`config.mk`:
```
export PLATFORM = sky130hd
export DESIGN_NAME = cla_mp_seq
export DESIGN_NICKNAME = d
export VERILOG_FILES = /design/src/rtl/cla_pkg.sv /design/src/rtl/cla_8bit.sv /design/src/rtl/cla_mp_seq.sv
export SDC_FILE = /design/constraint.sdc
export NUM_CORES = 1
export LEC_CHECK = 0
export BUFFER_PORTS_ARGS = -buffer_cell sky130_fd_sc_hd__buf_2
export CAP_MARGIN = 20
export CORE_ASPECT_RATIO = 0.5
export CORE_MARGIN = 2
export CORE_UTILIZATION = 30
export DETAILED_ROUTE_END_ITERATION = 10
export PLACE_DENSITY = 0.63
export SLEW_MARGIN = 0
export SYNTH_ARGS = -nofsm -noshare
export SYNTH_HDL_FRONTEND = slang
export SYNTH_HIERARCHICAL = 1
export SYNTH_SLANG_ARGS = --single-unit
```
`constraint.sdc`:
```
create_clock -name clk -period 2.9 [get_ports clk]
set_input_delay 0.145 -clock clk [delete_from_list [all_inputs] [get_ports clk]]
set_output_delay 0.145 -clock clk [all_outputs]
set_load 0.1 [all_outputs]
```
`src/rtl/cla_pkg.sv`:
```
// Shared types and constants for the multi-precision add/subtract sequencer.
package cla_pkg;

    localparam int BYTE_W     = 8;
    localparam int NBYTES_DEF = 4;

    typedef enum logic [1:0] {
        ST_IDLE = 2'd0,
        ST_RUN  = 2'd1,
        ST_DONE = 2'd2
    } state_t;

endpackage

```
`src/rtl/cla_8bit.sv`:
```
// 8-bit carry-lookahead adder, purely combinational.
module cla_8bit (
    input  logic [7:0] i_a,
    input  logic [7:0] i_b,
    input  logic       i_cin,
    output logic [7:0] o_sum,
    output logic       o_cout
);

    logic [7:0] w_g;
    logic [7:0] w_p;
    logic [8:0] w_c;

    assign w_g    = i_a & i_b;
    assign w_p    = i_a ^ i_b;
    assign w_c[0] = i_cin;

    // Each carry is a flat sum of products over generate/propagate terms.
    for (genvar i = 0; i < 8; i++) begin : g_carry
        logic [i+1:0] w_terms;
        assign w_terms[0] = (&w_p[i:0]) & i_cin;
        for (genvar j = 0; j <= i; j++) begin : g_term
            if (j == i) begin : g_gen
                assign w_terms[j+1] = w_g[j];
            end else begin : g_prop
                assign w_terms[j+1] = w_g[j] & (&w_p[i:j+1]);
            end
        end
        assign w_c[i+1] = |w_terms;
    end

    assign o_sum  = w_p ^ w_c[7:0];
    assign o_cout = w_c[8];

endmodule

```
`src/rtl/cla_mp_seq.sv`:
```
// Multi-precision add/subtract: one cla_8bit fed one byte per cycle, LSB first,
// with the carry chained through a register between cycles.
//
// state   | meaning
// IDLE    | ready for a request
// RUN     | processing byte r_idx
// DONE    | result presented, waiting for rsp_ready
module cla_mp_seq
    import cla_pkg::*;
#(
    parameter int NBYTES = NBYTES_DEF
) (
    input  logic                     clk,
    input  logic                     rst,
    input  logic                     req_valid,
    output logic                     req_ready,
    input  logic                     req_sub,
    input  logic                     req_cin,
    input  logic [BYTE_W*NBYTES-1:0] req_a,
    input  logic [BYTE_W*NBYTES-1:0] req_b,
    output logic                     rsp_valid,
    input  logic                     rsp_ready,
    output logic [BYTE_W*NBYTES-1:0] rsp_sum,
    output logic                     rsp_cout,
    output logic                     rsp_ovf,
    output logic                     rsp_zero,
    output logic                     busy
);

    localparam int W  = BYTE_W * NBYTES;
    localparam int IW = $clog2(NBYTES);
    localparam logic [IW-1:0] LAST_IDX = IW'(NBYTES - 1);

    state_t          r_state;
    logic [W-1:0]    r_a;
    logic [W-1:0]    r_b;
    logic [W-1:0]    r_sum;
    logic [IW-1:0]   r_idx;
    logic            r_carry;
    logic            r_cout;
    logic            r_ovf;

    logic [BYTE_W-1:0] w_a_byte;
    logic [BYTE_W-1:0] w_b_byte;
    logic [BYTE_W-1:0] w_sum;
    logic              w_cout;

    assign w_a_byte = r_a[r_idx*BYTE_W +: BYTE_W];
    assign w_b_byte = r_b[r_idx*BYTE_W +: BYTE_W];

    cla_8bit u_cla (
        .i_a    (w_a_byte),
        .i_b    (w_b_byte),
        .i_cin  (r_carry),
        .o_sum  (w_sum),
        .o_cout (w_cout)
    );

    always_ff @(posedge clk or posedge rst) begin
        if (rst) begin
            r_state <= ST_IDLE;
            r_a     <= '0;
            r_b     <= '0;
            r_sum   <= '0;
            r_idx   <= '0;
            r_carry <= 1'b0;
            r_cout  <= 1'b0;
            r_ovf   <= 1'b0;
        end else begin
            case (r_state)
                ST_IDLE: begin
                    if (req_valid) begin
                        // Subtract is a + ~b + 1, so B is stored pre-inverted.
                        r_a     <= req_a;
                        r_b     <= req_sub ? ~req_b : req_b;
                        r_carry <= req_sub | req_cin;
                        r_idx   <= '0;
                        r_state <= ST_RUN;
                    end
                end
                ST_RUN: begin
                    r_sum[r_idx*BYTE_W +: BYTE_W] <= w_sum;
                    r_carry <= w_cout;
                    if (r_idx == LAST_IDX) begin
                        r_cout  <= w_cout;
                        r_ovf   <= (r_a[W-1] == r_b[W-1]) && (w_sum[BYTE_W-1] != r_a[W-1]);
                        r_idx   <= '0;
                        r_state <= ST_DONE;
                    end else begin
                        r_idx <= r_idx + IW'(1);
                    end
                end
                ST_DONE: begin
                    if (rsp_ready) begin
                        r_state <= ST_IDLE;
                    end
                end
                default: r_state <= ST_IDLE;
            endcase
        end
    end

    assign req_ready = (r_state == ST_IDLE);
    assign rsp_valid = (r_state == ST_DONE);
    assign busy      = (r_state != ST_IDLE);
    assign rsp_sum   = r_sum;
    assign rsp_cout  = r_cout;
    assign rsp_ovf   = r_ovf;
    assign rsp_zero  = (r_sum == '0);

endmodule

```
## Yosys cells after proc, flatten, opt, wreduce, memory -nomap -nowiden

Cells that the tools add are included.

- Register bits: 103
- Input bits: 70
- Output and inout bits: 38
- Word-level logic and storage cells: 119

- Add/sub/neg operators: 2
- Equal/unequal tests: 8
- Shifts and indexed selects: 4
- Mux-type cells: 11
- Bitwise logic cells: 41
- Reductions and logical operators: 45

Operator list:

| cell | number |
|---|---|
| indexed part select 32 x 6 -> 8 bit | 2 |
| bitwise AND 1 bit | 36 |
| negator 5 -> 34 bit | 1 |
| variable shift 8 x 34 -> 32 bit, first input constant | 1 |
| indexed part select 8 x 34 -> 32 bit | 1 |
| bitwise mux 32 bit | 1 |
| logical NOT 32 bit | 1 |
| 2-to-1 mux 32 bit | 1 |
| NOT 32 bit | 1 |
| AND reduction 3 bit | 7 |
| AND reduction 2 bit | 10 |
| AND reduction 4 bit | 5 |
| AND reduction 5 bit | 4 |
| AND reduction 6 bit | 3 |
| XOR 8 bit | 2 |
| AND reduction 7 bit | 2 |
| 2-to-1 mux 2 bit | 5 |
| OR reduction 9 bit | 1 |
| bitwise AND 8 bit | 1 |
| AND reduction 8 bit | 1 |
| OR reduction 8 bit | 1 |
| OR reduction 7 bit | 1 |
| one-hot mux 2 bit (3 select lines) | 1 |
| OR reduction 6 bit | 1 |
| 18 further kinds | 21 |

## Longest topological paths before layout

Gate-level depths: netlist of the first run.

- Depth in word-level cells: 8
- Mapped depth: 11
- Depth with buffers taken out: 9

## Cells and area by module

Netlist of the first run, hierarchy kept.

Modules (own cells, without submodules):

| module | times used | cells each | area an instance (um^2) | seq. area each (um^2) |
|---|---|---|---|---|
| cla_mp_seq | 1 | 424 | 4739.5 | 2577.5 |
| cla_8bit | 1 | 40 | 314.1 | 0.0 |

## Least setup slack after synthesis of the first run

Ideal clock, no wire load.

- Path type: reg2reg
- Start point: register r_idx[0]
- End point: register r_ovf, in the netlist rsp_ovf
- Library setup time: 0.136 ns
- Arrival: 2.972 ns
- Required time: 2.764 ns
- Slack: -0.209 ns
- Stages on the path, launching flop included: 11
- Buffers on the path: 1
- Clock period less this slack: 3.109 ns
- Path through: dfrtp_1 buf_2 mux4_2 ha_1 a21oi_2 o211ai_2 a311o_1 xor2_1 and3b_1 a21oi_1 o21ai_0

- Cells in the longest elaborated chain, start to end: 8
- Elaborated cells between the ends (all ways): 23
- Those cells by class: 2 x eq/ne; 2 x shift; 10 x bitwise; 9 x reduce/logical

Ends and longest elaborated chain:

| what | RTL line | source |
|---|---|---|
| start, declared | cla_mp_seq.sv:38 | `logic [IW-1:0] r_idx;` |
| start signal, assigned | cla_mp_seq.sv:90 | `r_idx <= r_idx + IW'(1);` |
| indexed part select 32 x 6 -> 8 bit * | cla_mp_seq.sv:48 | `assign w_a_byte = r_a[r_idx*BYTE_W +: BYTE_W];` |
| named net w_a_byte[0] | cla_mp_seq.sv:43 | `logic [BYTE_W-1:0] w_a_byte;` |
| XOR 8 bit | cla_8bit.sv:15 | `assign w_p = i_a ^ i_b;` |
| AND reduction 7 bit | cla_8bit.sv:21 | `assign w_terms[0] = (&w_p[i:0]) & i_cin;` |
| bitwise AND 1 bit | cla_8bit.sv:21 |  |
| OR reduction 8 bit * | cla_8bit.sv:29 | `assign w_c[i+1] = \|w_terms;` |
| XOR 8 bit * | cla_8bit.sv:32 | `assign o_sum = w_p ^ w_c[7:0];` |
| named net w_sum[7] | cla_mp_seq.sv:45 | `logic [BYTE_W-1:0] w_sum;` |
| != test 1 bit * | cla_mp_seq.sv:86 | `r_ovf <= (r_a[W-1] == r_b[W-1]) && (w_sum[BYTE_W-1] != r_a[W-1]);` |
| logical AND 1 bit * | cla_mp_seq.sv:86 |  |
| end signal, assigned | cla_mp_seq.sv:86 |  |
| end, declared | cla_mp_seq.sv:41 | `logic r_ovf;` |

The timed path passes the listed nets; every way through them passes the cells marked *.
A chain may end at the register's enable or synchronous reset.

## Final worst setup path of the first run

- Start point: register r_idx[0]
- End point: register r_sum[28], in the netlist rsp_sum[28]

- Cells in the longest elaborated chain, start to end: 8
- Elaborated cells between the ends (all ways): 65
- Those cells by class: 1 x add/sub; 4 x shift; 1 x mux; 31 x bitwise; 28 x reduce/logical

Ends and longest elaborated chain:

| what | RTL line | source |
|---|---|---|
| indexed part select 32 x 6 -> 8 bit * | cla_mp_seq.sv:49 | `assign w_b_byte = r_b[r_idx*BYTE_W +: BYTE_W];` |
| named net w_b_byte[2] | cla_mp_seq.sv:44 | `logic [BYTE_W-1:0] w_b_byte;` |
| XOR 8 bit | cla_8bit.sv:15 |  |
| AND reduction 4 bit (tied with other cells) | cla_8bit.sv:21 |  |
| bitwise AND 1 bit (on tied branches) | cla_8bit.sv:21, cla_8bit.sv:26 |  |
| OR reduction 5 bit * | cla_8bit.sv:29 |  |
| XOR 8 bit * | cla_8bit.sv:32 |  |
| named net w_sum[4] | cla_mp_seq.sv:45 |  |
| indexed part select 8 x 34 -> 32 bit * | cla_mp_seq.sv:82 | `r_sum[r_idx*BYTE_W +: BYTE_W] <= w_sum;` |
| bitwise mux 32 bit * | cla_mp_seq.sv:82 |  |
| end signal, assigned by index | cla_mp_seq.sv:82 |  |
| end, declared | cla_mp_seq.sv:37 | `logic [W-1:0] r_sum;` |

Marked as above.

==> results.cfg, run 1 <==
[status]
outcome = finished clean

[sta]
slew_viol_final = 0
rsz0062_at_grt = no
slew_headroom_pct = 42.4
fin_worst_skew_ns = 0.00806
max_freq_mhz = 358
fin_ws_ns = 0.107
setup_viol = 0
period_minus_slack_ns = 2.79
hold_violations = 0
tightest_slew_ns = 0.863
timing.final.crit_share_pct = 96.3

[cells_and_area]
final_area_mm2 = 0.00646
diodes = 0
final_layout_size_suffix_gt1_share_pct = 29.0
finish.utilization_pct = 39.3
syn_to_final_growth_pct = 27.9
layout.nets = 678

[floorplanning]
start_util_pct = 30.8
die_area_mm2 = 0.0180
die_w_um = 188
io_pins = 108
rows = 33
die_h_um = 95.8
core-area_mm2 = 0.0164

[clock_network]
clk_transition_reported_paths_ns = 0.07
cts_buffers = 9
clockBufferDepth = 2
cts_root_buf = clkbuf_16
htreeDepth = 3
cts_tree = yes
cts_sinks = 103
clock_latency_ns = 0.35

[logic_synthesis]
avgSynthCellArea_um2 = 10.9
yosysTopAreaCell = dfrtp_1
synth-compound-area-share_pct = 11.1
synth-simple-area-share_pct = 16.3
synth_top_family_by_area = simple AND/OR/NAND/NOR gates
ys_async_sr_fraction_pct = 100
yosysWarnings = 6
synth_edf_count = 0
synth_seq_cells = 103
synthDistinctLibCells = 41
yosysSeqAreaShare_pct = 51.0
synth.area.top_cells = dfrtp_1 (51%), nand2_1 (10%), mux4_2 (7.1%), xnor2_1 (6.1%), a22o_1 (5.5%)
syn_nets = 548
netlist.area_leader.share_pct = 51.0
synthXorXnorAreaFrac_pct = 6.59
synthTopCellsByCount = nand2_1 (134), dfrtp_1 (103), o21ai_0 (36)
post-synth-top-count-cell = nand2_1
synthMuxAreaShare_pct = 7.35
synth_ff_type = dfrtp_1
syn_area_mm2 = 0.00505
synth_cells = 464
synthAdderAreaFrac_pct = 3.61

[grt]
grt_overflow = 0
grt.total_usage_pct = 14.5
grt_max_degree = 83
grt_pass1_wl_um = 19700
grt_pass1_vias = 3726
antenna_found_initial = 0

[critical_path]
cp.arrival_ns = 3.08
slowest_delay_ns = 0.60
cp_slowest_cell = xor2_1
crit_path_max_fanout = 9
path_class = reg2reg
cp.required_ns = 3.19
cp_cell_sequence = buf_12 -> mux4_2 -> ha_1 -> nand3_1 -> o2111ai_1 -> xor2_1 -> a22o_1
end_kind = flip-flop
start_kind = flip-flop

[placed_design]
globalplace.congestion = 0.789
place_ws_ns = 0.0461
dpl.hpwl_um = 9090
portBuffers = 107
placed_area_mm2 = 0.00585

[drt]
drt-initial-drc-count = 234
num_vias = 3814
totalWireLength_um = 12700
firstDrtPassIters = 4
final_antenna_net_count = 0
wl_per_cell_um = 15.3
via_per_inst = 4.62
drc = 0

[flow_run]
cap_viol_max_count = 0

[hold_path]
hold_class = in2reg
layout make-up:
cell class / instances / area (um^2)
repair buffers: 144 / 938
multi-input cells: 325 / 2300
clock buffers: 10 / 239
flip-flops and latches: 103 / 2580
well taps: 227 / 284
clock inverters: 6 / 75.1
fillers: 1658 / 9970
inverters: 11 / 43.8
through the flow:
| step | TNS [ns] | hold slack [ns] | std cells |
|---|---|---|---|
| final | 0 | 0.00266 | 826 |
| after global routing | 0 | 0.00299 | 826 |
| after CTS | 0 | 0.000856 | 819 |
| after detailed placement | 0 | 0.342 | 784 |
| after global placement | 0 | 0.339 | 784 |
| after floorplan | -0.00746 | 0.250 | 464 |
cell usage in the layout, fill, tap and decap left out, types with 2 or more instances in the layout:
cell type	instances
a21oi_1	4
a21oi_2	2
a22o_1	32
buf_12	3
buf_2	107
buf_4	12
clkbuf_16	10
dfrtp_1	102
dlygate4sd3_1	20
ha_1	12
inv_1	10
inv_6	2
mux4_2	16
nand2_1	134
nand2b_1	3
nand3_1	6
nand3b_1	2
nand3b_4	2
nand4_1	2
nor2_1	5
nor3_2	2
nor4_1	8
o21ai_0	36
o31ai_1	2
xnor2_1	35
xor2_1	2
registers in the layout, indices dropped and copies added (netlist names):
| name | cells |
|---|---|
| r_a | 32 |
| rsp_ovf | 1 |
| r_state | 2 |
| r_b | 32 |
| r_idx | 2 |
| rsp_sum | 32 |
| rsp_cout | 1 |
| r_carry | 1 |
critical path, delay by kind of cell (launching register included):
family / cells / cell delay (ns)
buf+inv: 1 / 0.16
fa+ha+maj: 1 / 0.38
xor+xnor: 1 / 0.60
compound gates: 2 / 0.50
mux: 1 / 0.51
simple gates: 1 / 0.15
flops: 1 / 0.44
timing repair:
action	in CTS	in global routing
endpoints found under the setup margin	0	13
setup buffers	0	4
gates resized for setup	0	3
hold buffers	19	1
hold endpoints to repair	19	18
worst paths after layout:
kind	to	from	cells past startpoint	slack, ns
max	rsp_sum[28]	r_idx[0]	7	0.11
min	r_a[8]	req_a[8]	3	0.003
max reg2reg	rsp_sum[28]	r_idx[0]	7	0.11
min reg2reg	r_a[19]	r_a[19]	2	0.47
max in group asynchronous	rsp_sum[8]	rst	5	1.92
min in group asynchronous	r_a[23]	rst	3	0.24
cells by family (layout without fill, tap and decap cells):
family / Yosys count / count (layout)
flops: 103 / 103
simple gates: 174 / 174
fa+ha+maj: 14 / 14
mux: 17 / 17
xor+xnor: 38 / 38
buf+inv: 36 / 171
compound gates: 82 / 82
metal layers:
| metal | GRT usage [%] | share of wire [%] | vias up |
|---|---|---|---|
| met5 | 0 | 0 | - |
| met2 | 23.3 | 46 | 81 |
| met1 | 19.5 | 47 | 1851 |
| met3 | 3.17 | 4.6 | 21 |
| li1 | - | - | 1861 |
| met4 | 5.05 | 1.8 | 0 |
Power of run 1 is left out: the tool's default activity adds up to more than one toggle a clock period on the data nets, which glitch-free logic cannot reach.
==> run 2, diff against run 1 <==
--- a/config.mk
+++ b/config.mk
@@ -5,13 +5,14 @@
 export SDC_FILE = /design/constraint.sdc
 export NUM_CORES = 1
 export LEC_CHECK = 0
+export ABC_AREA = 1
 export BUFFER_PORTS_ARGS = -buffer_cell sky130_fd_sc_hd__buf_2
 export CAP_MARGIN = 20
 export CORE_ASPECT_RATIO = 0.5
 export CORE_MARGIN = 2
 export CORE_UTILIZATION = 30
 export DETAILED_ROUTE_END_ITERATION = 10
-export PLACE_DENSITY = 0.63
+export PLACE_DENSITY = 0.62
 export SLEW_MARGIN = 0
 export SYNTH_ARGS = -nofsm -noshare
 export SYNTH_HDL_FRONTEND = slang
==> constraint.sdc (replaced) <==
create_clock -name clk -period 2.4 [get_ports clk]
set_input_delay 0.12 -clock clk [delete_from_list [all_inputs] [get_ports clk]]
set_output_delay 0.12 -clock clk [all_outputs]
set_load 0.1 [all_outputs]
==> results.cfg, run 2 <==
[status]
outcome = finished clean

[placed_design]
dpl.hpwl_um = 11400
portBuffers = 107
globalplace.congestion = 0.841

[grt]
antenna_found_initial = 0
grt-busiest-layer = met2
grt_pass1_vias = 4876
grt.total_usage_pct = 16.5
met2_usage_pct = 26.6
grt_overflow = 0
met3_usage_pct = 2.76
use_met1_pct = 23.1
grt_pass1_wl_um = 25500
grt_max_degree = 89

[logic_synthesis]
synth_ff_type = dfrtp_1
synth_cells = 697
syn_nets = 781
post-synth-top-count-cell = nand2_1
netlist.area_leader.share_pct = 46.5
yosysWarnings = 6
synth_seq_cells = 103
synth.area.top_cells = dfrtp_1 (47%), nand2_1 (19%), o21ai_0 (6.4%), xnor2_1 (5.2%), nor2_1 (4.7%)
synthTopCellsByCount = nand2_1 (283), dfrtp_1 (103), o21ai_0 (71)
synth_edf_count = 0
yosysTopAreaCell = dfrtp_1
ys_async_sr_fraction_pct = 100
syn_area_mm2 = 0.00554
yosysSeqAreaShare_pct = 46.5
synthDistinctLibCells = 34
avgSynthCellArea_um2 = 7.95

[floorplanning]
die_h_um = 100
io_pins = 108
core-area_mm2 = 0.0183
die_w_um = 196
die_area_mm2 = 0.0196
start_util_pct = 30.3
rows = 35

[sta]
hold_violations = 0
rsz0062_at_grt = yes
period_minus_slack_ns = 2.38
timing.final.crit_share_pct = 99.1
setup_viol = 0
tightest_slew_ns = 0.640
whs_ns = 0.0392
slew_viol_final = 0
fin_worst_skew_ns = 0.0133
max_freq_mhz = 420
slew_headroom_pct = 57.3

[drt]
wl_per_cell_um = 14.6
via_per_inst = 4.57
final_antenna_net_count = 0
totalWireLength_um = 16100
firstDrtPassIters = 5
num_vias = 5025
drc = 0
drt-initial-drc-count = 377

[clock_network]
cts_buffers = 9
cts_tree = yes
clock_latency_ns = 0.36
clockBufferDepth = 2
htreeDepth = 3
cts_sinks = 103
cts_root_buf = clkbuf_16
clk_transition_reported_paths_ns = 0.08

[critical_path]
crit_path_max_fanout = 32
cp.arrival_ns = 2.67
end_kind = flip-flop
r2r_setup_slack_ns = 0.02
path_class = reg2reg
r2r-end = rsp_sum[31]
timing.rr.start = r_idx[0]
start_kind = flip-flop
rr_worst_depth = 14
cp.required_ns = 2.69

[hold_path]
min_path_cells = 3
holdPathEnd = r_b[29]
hold_class = in2reg
hold_start = req_b[29]

[flow_run]
cap_viol_max_count = 0

[cells_and_area]
final_common_cell = nand2_1
diodes = 0
final_cell_mix = nand2_1 (277), buf_2 (107), dfrtp_1 (102), nor2_1 (53), o21ai_0 (40)
fillers = 1848
final_layout_size_suffix_gt1_share_pct = 28.3
syn_to_final_growth_pct = 34.4
layout.nets = 938
==> run 2: changes by cell type after synthesis, sizes merged, moves of 6 or more <==
cell   delta
nor4      -9
inv      +25
nor2     +72
a22o     -32
o21ai    +36
mux4     -16
nand2   +159
o22ai    +16
nand3     +6
==> run 2: timing repair <==
item	in CTS	in global routing
buffers inserted	3	3
cloned	0	3
pin swaps	6	18
resized for setup	11	82
hold endpoints to repair	57	0
hold buffers	34	0
endpoints found under the setup margin	8	24
==> run 2: stage by stage <==
stage                     setup TNS (ns)  instance area, um^2  instances  utilization, %  worst slack, ns
final                                  0                 7450       1099            40.8           0.0208
after detailed placement          -0.183                 6430       1040            35.2          -0.0608
after global placement           -0.0685                 6430       1040            35.2          -0.0390
after global routing              -0.500                 7450       1099            40.8          -0.0976
after floorplan                        0                 5550        697               -           0.0262
after CTS                              0                 7130       1093            39.0          0.00802
==> run 2: metal layers <==
| layer | share of wire [%] | wire length [um] | vias up |
|---|---|---|---|
| met5 | 0 | 0 | - |
| met1 | 50 | 8020 | 2393 |
| met2 | 45 | 7270 | 112 |
| met3 | 3.8 | 615 | 13 |
| li1 | - | - | 2507 |
| met4 | 1.1 | 179 | 0 |
==> run 2: worst max-delay path by stage <==
stage / slack, ns / start / end
floorplan: 0.03 / r_idx[0] / rsp_ovf
finish: 0.02 / r_idx[0] / rsp_sum[31]
CTS: 0.008 / r_idx[0] / rsp_ovf
global placement: -0.04 / r_idx[0] / rsp_ovf
global route: -0.1 / r_idx[0] / rsp_sum[31]
detailed placement: -0.06 / r_idx[0] / rsp_sum[19]
==> run 2: worst max-delay path: stages, from the launching register on <==
cell and delay [ns]:
dfrtp_2 0.45, buf_12 0.18, o21ai_1 0.23, o22ai_2 0.15, ha_4 0.30, nand2_2 0.08, nor2_4 0.18, nand2_2 0.08
nand3_2 0.07, o21bai_1 0.09, nand2_2 0.11, nand2_2 0.08, nor2_2 0.13, nand2_1 0.07, nand2_1 0.09
==> run 2: cells by family (layout without fill, tap and decap cells) <==
kind of cell               Yosys count  after routing  share of synthesized area, %
AOI/OAI and AO/OA                   94             94                          8.96
xor gates and xnor gates            36             36                          5.69
adders and majority gates           14             14                          3.30
buffers and inverters               65            227                          6.14
DFF                                103            103                          46.5
and+or+nand+nor                    385            385                          29.4
==> run 2: area by class of cell <==
type                       count  area [um^2]  area share (%)
timing repair buffer         175         1230            16.5
tap                          240          300            4.03
sequential                   103         2580            34.6
clock buffer                   9          225            3.02
multi-input combinational    529         2910            39.1
inverter                      36          149            2.00
clock inverter                 7         53.8           0.722
Power of run 2 is left out for the same reason.
